[src/rtl/button_input_unit.sv]
// button_input_unit: synchronises and debounces the board push-buttons, turns each
// debounced press into an event, and offers it to the game FSM through a one-entry slot.
//
// Handshake: press_valid/press_idx describe the pending press. A transfer happens on a
// rising clk edge where press_valid && press_ready. Once press_valid is raised, the unit
// holds press_valid and press_idx unchanged until that transfer. A new press may load on
// the same edge that the current one transfers.
module button_input_unit #(
    parameter int N_BTN        = 4,
    parameter int IDX_W        = 2,
    parameter int SAMPLE_DIV   = 100_000,
    parameter int STABLE_TICKS = 10
) (
    input  logic             clk,
    input  logic             rst,
    input  logic [N_BTN-1:0] btn_raw,
    input  logic             accept_en,
    input  logic             press_ready,
    output logic             press_valid,
    output logic [IDX_W-1:0] press_idx,
    output logic [N_BTN-1:0] btn_level,
    output logic             overflow,
    input  logic             ovf_clr
);

    localparam int DIV_W = (SAMPLE_DIV > 1) ? $clog2(SAMPLE_DIV) : 1;
    localparam int CNT_W = (STABLE_TICKS > 1) ? $clog2(STABLE_TICKS) : 1;

    logic [N_BTN-1:0] sync1, sync2;
    logic [DIV_W-1:0] div_cnt;
    logic             tick;
    logic [CNT_W-1:0] cnt [N_BTN];
    logic [N_BTN-1:0] level_q;
    logic [N_BTN-1:0] rise;
    logic             any_rise;
    logic             multi_rise;
    logic [IDX_W-1:0] low_idx;
    logic             slot_free;
    logic             load;
    logic             ovf_set;

    // Two-flop synchroniser on the asynchronous button inputs.
    always_ff @(posedge clk or posedge rst) begin
        if (rst) begin
            sync1 <= '0;
            sync2 <= '0;
        end else begin
            sync1 <= btn_raw;
            sync2 <= sync1;
        end
    end

    // Sample-tick divider: counts 0..SAMPLE_DIV-1, tick marks the wrap cycle.
    always_ff @(posedge clk or posedge rst) begin
        if (rst) begin
            div_cnt <= '0;
        end else if (tick) begin
            div_cnt <= '0;
        end else begin
            div_cnt <= div_cnt + DIV_W'(1);
        end
    end

    assign tick = (div_cnt == DIV_W'(SAMPLE_DIV - 1));

    // Per-button debounce: a new level must persist for STABLE_TICKS ticks.
    always_ff @(posedge clk or posedge rst) begin
        if (rst) begin
            btn_level <= '0;
            for (int i = 0; i < N_BTN; i++) begin
                cnt[i] <= '0;
            end
        end else if (tick) begin
            for (int i = 0; i < N_BTN; i++) begin
                if (sync2[i] == btn_level[i]) begin
                    cnt[i] <= '0;
                end else if (cnt[i] == CNT_W'(STABLE_TICKS - 1)) begin
                    btn_level[i] <= sync2[i];
                    cnt[i]       <= '0;
                end else begin
                    cnt[i] <= cnt[i] + CNT_W'(1);
                end
            end
        end
    end

    // Previous debounced level, for rising-edge detection.
    always_ff @(posedge clk or posedge rst) begin
        if (rst) begin
            level_q <= '0;
        end else begin
            level_q <= btn_level;
        end
    end

    assign rise       = btn_level & ~level_q;
    assign any_rise   = |rise;
    assign multi_rise = |(rise & (rise - N_BTN'(1)));

    // Priority encoder: lowest rising button index wins.
    always_comb begin
        low_idx = '0;
        for (int i = N_BTN - 1; i >= 0; i--) begin
            if (rise[i]) begin
                low_idx = IDX_W'(i);
            end
        end
    end

    assign slot_free = !press_valid || press_ready;
    assign load      = accept_en && any_rise && slot_free;
    assign ovf_set   = accept_en && any_rise && (multi_rise || !slot_free);

    // Event slot and sticky overflow flag; a new overflow beats ovf_clr.
    always_ff @(posedge clk or posedge rst) begin
        if (rst) begin
            press_valid <= 1'b0;
            press_idx   <= '0;
            overflow    <= 1'b0;
        end else begin
            if (press_valid && press_ready) begin
                press_valid <= 1'b0;
            end
            if (load) begin
                press_valid <= 1'b1;
                press_idx   <= low_idx;
            end
            if (ovf_set) begin
                overflow <= 1'b1;
            end else if (ovf_clr) begin
                overflow <= 1'b0;
            end
        end
    end

endmodule

[config.mk]
export PLATFORM = sky130hd
export DESIGN_NAME = button_input_unit
export DESIGN_NICKNAME = d
export VERILOG_FILES = /design/src/rtl/button_input_unit.sv
export SDC_FILE = /design/constraint.sdc
export NUM_CORES = 1
export LEC_CHECK = 0
export CAP_MARGIN = 20
export CELL_PAD_IN_SITES_DETAIL_PLACEMENT = 1
export CELL_PAD_IN_SITES_GLOBAL_PLACEMENT = 1
export CORE_MARGIN = 10
export CORE_UTILIZATION = 40
export DETAILED_ROUTE_END_ITERATION = 8
export MAX_ROUTING_LAYER = met4
export PLACE_DENSITY = 0.75
export SETUP_SLACK_MARGIN = 0.4
export SLEW_MARGIN = 20
export SYNTH_ARGS = -nofsm -noshare
export SYNTH_HDL_FRONTEND = slang
export SYNTH_SLANG_ARGS = --single-unit
export TNS_END_PERCENT = 50
[constraint.sdc]
create_clock -name clk -period 2.2 [get_ports clk]
set_input_delay 0.55 -clock clk [delete_from_list [all_inputs] [get_ports clk]]
set_output_delay 0.55 -clock clk [all_outputs]
set_load 0.05 [all_outputs]
==> parameters.txt, run 1 <==
Parameter                              Value

Outcome
  Run status    completed

STA
  Slew margin rel.    0.663
  Crit path time final    ~1.8 ns
  Post-Route Skew    0.00996 ns
  Minimum setup slack in the final design    between 0.4 and 0.5 ns
  Minimum hold slack    0.359 ns
  Number of slew-limit violations in the final report    0
  Transition time at the pin with the least slew margin    0.505 ns
  Setup repair after global routing missed its margin    yes
  Period Utilization, post-route    0.803
  Max Clock Freq    0.566 GHz
  Final setup violation count    0
  Setup_tns    0 ns
  Final Hold Vio Count    0

Synthesis
  Share of flip-flops with an asynchronous set or reset after synthesis    1.00
  Number of flops mapped to enable cells by yosys    0
  Flip-flop and latch count after synthesis    53
  Synth Net Count    between 200 and 250
  Avg Inst Size Synth    around 11 µm²
  Synthesized area    2440 µm²
  Number of standard cells after synthesis    220
  Ys flop type    dfrtp_1
  Share of the yosys chip area belonging to registers    0.542
  Number of distinct library cell variants in the gate-level netlist after synthesis    38
  Yosys synthesis warning count    0

Clock network
  Clock tree from TritonCTS    yes
  Total number of clock tree sinks    53
  Later-pin clock latency in the skew report    0.31 ns
  TritonCTS Buffers    5
  Depth of the CTS H-tree    2
  Buffer levels on the longest clock path    2
  Clock slew at the register clock pins of the worst setup and hold paths    0.10 ns
  Hold Buf Count CTS    0
  CTS root buf    clkbuf_8

Route
  Total iterations of the first detailed-routing run    4
  Post-DR wirelength/cell    16.3 µm
  Average via count per standard cell    around 5.4
  Number of vias in the routed layout    between 1,500 and 2,000
  Starting DRT DRC Count    38
  Count of nets left with antenna violations after detail routing    0
  Total detailed-routing wirelength    5420 µm
  DRC violation count after routing    0

Worst setup path
  Critical path fanouts, max    8
  Delay of the slowest cell on the worst path    between 0.4 and 0.5 ns
  Crit-path slowest cell    or3_4
  Data arrival, critical path    just under 2 ns
  Delay-heaviest family, CP    simple AND/OR/NAND/NOR gates
  Critical path data required time    2.42 ns
  Critical Path Source Type    flop
  Critical-path cell list    ha_2 > and4_4 > nand4_4 > or3_4 > o31ai_2
  Kind of critical path    flop to flop
  CP bufs+invs    0
  Category of the worst setup path capture point    flop

Floorplanning
  Top-level port count    17
  Floorplan die height    98.2 µm
  Initial standard-cell utilization of the core    0.413
  Horizontal die dimension    approximately 98 µm
  Area inside the core boundary    5920 µm²
  Die ar.    9640 µm²
  Rows    28

Finish
  Count of inserted antenna diode cells    0
  Area of combinational cells with multiple inputs    1120 µm²
  Register cell area after layout    1330 µm²
  Number of inserted filler cells in the final layout    651
  Area growth from synthesis to final layout    21.1%
  Final non-filler cell area    2960 µm²
  Final-stage net count    275
  Fraction of final layout cells sized beyond drive strength 1    0.198
  Final std cells w/o fill    333
  Core occupancy in the finished layout    0.500

Placement
  Place WS    0.191 ns
  Instance count after placement with tap cells included    311
  Port Buffer Count    16
  Placed cell area    2720 µm²
  Placed wire-length estimate after detailed placement    3590 µm
  RePlAce Congestion    0.769

Pwr
  Peak VDD IR    273 µV
  Total Power Consumption    1.59 mW
  Static Leak    1.34 nW
  Total power density per cell area    536 nW/µm²

GRT
  Overall fraction of global-route tracks in use    0.117
  Antenna violations before repair    0
  Number of global-route vias before repair    approximately 1,900
  Global route total overflow    0
  Global-route wire length before repair    9260 µm
  Maximum number of pins on one net before global-route repair    26

Hold path
  Min-delay worst type    flop to flop

Flow run
  Max-capacitance violation count    0
[path summary, 6_finish.rpt]
kind | start | end | slack [ns] | cells past startpoint
worst max-delay path | div_cnt[1]$_DFF_PP0_ | cnt[3]$_DFFE_PP0N_ | 0.43 | 5
worst min-delay path | sync1[1]$_DFF_PP0_ | sync2[1]$_DFF_PP0_ | 0.36 | 0
worst max register to register | div_cnt[1]$_DFF_PP0_ | cnt[3]$_DFFE_PP0N_ | 0.43 | 5
worst min register to register | sync1[1]$_DFF_PP0_ | sync2[1]$_DFF_PP0_ | 0.36 | 0
max in group asynchronous | rst | div_cnt[6]$_DFF_PP0_ | 1.09 | 3
min in group asynchronous | rst | cnt[15]$_DFFE_PP0N_ | 0.61 | 2
[cells in the mapped netlist, drive strengths merged, types with 2 or more instances]
cell | instances | share of area
nand2b | 10 | 0.026
o31ai | 4 | 0.012
xnor2 | 13 | 0.047
dfrtp | 53 | 0.54
nand2 | 18 | 0.028
clkbuf | 2 | 0.0031
mux2 | 3 | 0.014
o211ai | 2 | 0.0061
nor3 | 6 | 0.012
nor3b | 3 | 0.0092
a21oi | 5 | 0.010
and3b | 3 | 0.011
and2 | 2 | 0.0051
nor2 | 8 | 0.012
o21ai | 23 | 0.047
or3 | 5 | 0.017
nand4 | 6 | 0.021
nand3 | 12 | 0.025
and4 | 4 | 0.014
xor2 | 4 | 0.014
nor4b | 2 | 0.019
buf | 2 | 0.0067
inv | 8 | 0.012
ha | 9 | 0.046
or4 | 4 | 0.012
[repair_timing]
action                                  CTS  global route
pin swaps                                 4             3
setup buffers                            10             3
resized for setup                        21            14
gates cloned                              1             0
endpoints found under the setup margin   28            19
endpoints found under the hold margin     0             0
[metal layers]
layer / wire, µm / GRT usage
met1: 2510 / 0.146
met2: 2660 / 0.183
met3: 197 / 0.0296
met4: 49 / 0.0331
met5: 0 / -
[placed cells by master, fill, tap and decap left out, types with 4 or more instances in the layout]
cell and count:
dfrtp_1 49, nand2_1 18, o21ai_0 16, buf_4 16
xnor2_1 13, nand3_1 12, nand2b_1 10, nor2_1 8
ha_1 8, clkdlybuf4s50_1 8, o21ai_1 7, inv_1 7
nor3_1 6, nand4_1 5, a21oi_1 5, clkbuf_8 5
or3_4 4, or4_1 4, xor2_1 4, dfrtp_2 4
dlygate4sd2_1 4
[power breakdown]
| part | leakage, nW | internal, mW | total (mW) | switching [mW] |
|---|---|---|---|---|
| Sequential | 0.701 | 0.981 | 0.985 | 0.00391 |
| Clock | 0.0374 | 0.225 | 0.552 | 0.327 |
| Combinational | 0.597 | 0.0222 | 0.0516 | 0.0293 |
[cell families after synthesis]
| logic type | after synthesis | synth area share |
|---|---|---|
| AO/OA/AOI/OAI | 38 | 0.0880 |
| XOR/XNOR | 17 | 0.0609 |
| adder cells (fa/ha/maj) | 9 | 0.0461 |
| buffers and inverters | 12 | 0.0220 |
| flip-flops | 53 | 0.542 |
| multiplexers | 3 | 0.0138 |
| AND/OR/NAND/NOR | 88 | 0.227 |
[state kept, by name, summed over array words and instances, names as in the netlist]
name	cells
div_cnt	17
cnt	16
btn_level	4
level_q	4
sync1	4
sync2	4
press_idx	2
overflow	1
press_valid	1
[worst register-to-register path, stage by stage (launching register included)]
cell,delay (ns)
dfrtp_1,0.38
ha_2,0.22
and4_4,0.27
nand4_4,0.18
or3_4,0.44
o31ai_2,0.21
[layout make-up]
class | count | share of cell area
flip-flops and latches | 53 | 0.450
multi-input cells | 156 | 0.379
repair buffers | 33 | 0.0993
well taps | 75 | 0.0317
clock buffers | 6 | 0.0245
inverters | 8 | 0.0114
clock inverters | 2 | 0.00507
Power figures use the tool's default switching activity.
==> inputs of run 2 (changes only) <==
Clock period 2.2 ns to 1.65 ns, I/O delays scaled along.
==> run 2 against run 1 <==
Compared with the run above: the flow now finishes with violations (negative setup slack); hold slack improved by 0.0051 ns; sequential share of layout area fell by 6.2 points; sequential power rose by 33%; die area did not move; worst setup slack got worse by 0.54 ns; clock-buffer cell count did not move; combinational power rose by 47%; sequential cell count did not move; routed wire length rose by 18%; register-to-register slack got worse by 0.54 ns.
==> parameters.txt, run 2 (same netlist as run 1, synthesis figures left out) <==
Parameter                              Value

Worst setup path
  Worst r2r src    div_cnt[14]$_DFF_PP0_
  Cell depth of the worst setup path    5 (unchanged)
  Critical-path cell list    nor4b_4 > buf_4 > nand4_4 > or4_4 > o21ai_2
  Crit-path slowest cell    or4_4
  Critical Path Source Type    flop
  Setup slack on the worst flop-to-flop path    -0.11 ns (-0.54 ns)
  RR Endpoint    cnt[9]$_DFFE_PP0N_
  Data arrival, critical path    2.00 ns (about the same)
  Delay-heaviest family, CP    simple AND/OR/NAND/NOR gates
  Category of the worst setup path capture point    flop
  Number of cells traversed by the worst register-to-register path    5 (unchanged)
  Critical path fanouts, max    7 (-1)
  CP bufs+invs    1 (+1)
  Critical path data required time    1.89 ns (-0.53 ns)
  Kind of critical path    flop to flop
  Delay of the slowest cell on the worst path    0.57 ns (+0.14 ns)

Route
  Met1 wire length    2650 µm (+5.5%)
  Number of vias in the routed layout    1,928 (+7.0%)
  Post-DR wirelength/cell    17.6 µm (+8.4%)
  Total iterations of the first detailed-routing run    4 (unchanged)
  Count of nets left with antenna violations after detail routing    0 (unchanged)
  Wire length on met2    3320 µm (+25%)
  Amount of wire on met3 after detailed routing    252 µm (+28%)
  Average via count per standard cell    5.33 (-1.6%)
  Starting DRT DRC Count    33 (-13%)
  DRC violation count after routing    0 (unchanged)
  Uppermost metal layer occupied by signal nets    met4
  Total detailed-routing wirelength    6380 µm (+18%)

Finish
  Final-stage net count    305 (+11%)
  Number of flip-flops under the largest register name    17 (unchanged)
  Register bank with the most flops    div_cnt
  Area growth from synthesis to final layout    40.0%
  Registers with the most flip-flops    div_cnt: 17 flops, cnt: 16 flops
  Number of inserted filler cells in the final layout    617 (-5.2%)
  Most frequent standard cell in the layout excluding fill and tap cells    dfrtp_1
  Count of inserted antenna diode cells    0 (unchanged)
  Most frequent cells in the layout    dfrtp_1, buf_4, nand2_1
  Final std cells w/o fill    362 (+8.7%)
  Fraction of final layout cells sized beyond drive strength 1    0.348 (+0.151)

STA
  Final Hold Vio Count    0 (unchanged)
  Period Utilization, post-route    1.07 (+0.263)
  Crit path time final    1.76 ns (-0.00675 ns)
  Max Clock Freq    0.569 GHz (+0.38%)
  Slew margin rel.    0.672 (+0.00931)
  Minimum hold slack    0.364 ns (+0.00509 ns)
  Minimum setup slack in the final design    -0.109 ns (-0.543 ns)
  Setup repair after global routing missed its margin    yes
  Final setup violation count    14 (+14)
  Transition time at the pin with the least slew margin    0.488 ns (-0.0164 ns)
  Post-Route Skew    0.0139 ns (+0.00395 ns)
  Number of slew-limit violations in the final report    0 (unchanged)

Pwr
  Peak VDD IR    364 µV (+33%)
  Static Leak    1.58 nW (+18%)
  Total power density per cell area    626 nW/µm² (+17%)
  Total Power Consumption    2.14 mW (+35%)

Floorplanning
  Floorplan die height    98.2 µm (unchanged)
  Initial standard-cell utilization of the core    0.413 (unchanged)
  Die ar.    9640 µm² (unchanged)
  Horizontal die dimension    98.2 µm (unchanged)
  Area inside the core boundary    5920 µm² (unchanged)
  Rows    28 (unchanged)
  Top-level port count    17 (unchanged)

GRT
  Number of global-route vias before repair    2,129 (+14%)
  Maximum number of pins on one net before global-route repair    19 (-27%)
  Overall fraction of global-route tracks in use    0.133 (+0.0160)
  Global-route wire length before repair    10,400 µm (+12%)
  Antenna violations before repair    0 (unchanged)
  Global route total overflow    0 (unchanged)

Outcome
  Violations in the final reports    negative setup slack
  Run status    finished, violations left

Placement
  RePlAce Congestion    0.780 (+1.5%)
  Place WS    -0.163 ns (-0.354 ns)
  Port Buffer Count    16 (unchanged)
  Placed wire-length estimate after detailed placement    4160 µm (+16%)
  Instance count after placement with tap cells included    337 (+8.4%)

Hold path
  Instance count along the most critical hold path    0 (unchanged)
  Beginning of the worst hold path    sync1[1]$_DFF_PP0_
  Worst-case hold path end point    sync2[1]$_DFF_PP0_
  Min-delay worst type    flop to flop

Clock network
  Total number of clock tree sinks    53 (unchanged)
  Depth of the CTS H-tree    2 (unchanged)
  Clock tree from TritonCTS    yes
  Clock slew at the register clock pins of the worst setup and hold paths    0.09 ns (about the same)
  Hold Buf Count CTS    0 (unchanged)
  Later-pin clock latency in the skew report    0.31 ns (about the same)
  Buffer levels on the longest clock path    2 (unchanged)
  CTS root buf    clkbuf_8
  TritonCTS Buffers    5 (unchanged)

Flow run
  Max-capacitance violation count    0 (unchanged)
## run 2: changes by cell type in the layout (fill, tap and decap cells not counted), moves of 3 or more
| cell | before | now |
|---|---|---|
| nand2_1 | 18 | 15 |
| dfrtp_2 | 4 | 1 |
| dfrtp_1 | 49 | 52 |
| clkdlybuf4s15_2 | 3 | 0 |
| buf_12 | 1 | 10 |
| buf_6 | 0 | 13 |
| o21ai_0 | 16 | 8 |
| buf_4 | 16 | 32 |
| dlygate4sd2_1 | 4 | 0 |
| o21ai_2 | 0 | 8 |
## run 2: area by class of cell
cell class	instances	area, µm²	area share
clock buffers	6	82.6	0.0241
clock inverters	1	7.51	0.00219
inverters	8	33.8	0.00987
multi-input cells	156	1210	0.354
flip-flops and latches	53	1330	0.388
well taps	75	93.8	0.0274
repair buffers	63	667	0.195
## run 2: repair_timing
action / 4_1_cts / 5_1_grt
gates cloned: 2 / 0
pin swaps: 22 / 11
endpoints found under the setup margin: 44 / 44
resized for setup: 36 / 24
setup buffers: 12 / 4
## run 2: metal layers
metal  track usage  vias to the layer above
met5             -                        -
li1              -                      921
met1         0.148                      952
met3        0.0331                       17
met4        0.0474                        0
met2         0.226                       38
## run 2: how the worst max path moves through the flow
stage                                endpoint  slack [ns]                  start
final                      cnt[9]$_DFFE_PP0N_       -0.11  div_cnt[14]$_DFF_PP0_
after global routing      cnt[13]$_DFFE_PP0N_       -0.20   div_cnt[6]$_DFF_PP0_
after CTS                  cnt[1]$_DFFE_PP0N_       -0.07   div_cnt[8]$_DFF_PP0_
after detailed placement   cnt[3]$_DFFE_PP0N_       -0.16   div_cnt[0]$_DFF_PP0_
after global placement     cnt[3]$_DFFE_PP0N_       -0.10   div_cnt[0]$_DFF_PP0_
after floorplan            cnt[6]$_DFFE_PP0N_       -0.05   div_cnt[0]$_DFF_PP0_
## run 2: power by group
part	internal (mW)	switching [mW]
logic	0.0343	0.0413
clock network	0.333	0.420
registers	1.31	0.00515
## run 2: through the flow
| step | setup TNS, ns | utilization | instance area [µm²] |
|---|---|---|---|
| finish | -0.702 | 0.578 | 3420 |
| global route | -2.62 | 0.578 | 3420 |
| CTS | -0.515 | 0.559 | 3310 |
| detailed placement | -1.51 | 0.508 | 3010 |
| global placement | -0.682 | 0.508 | 3010 |
| floorplan | -0.127 | - | 2450 |
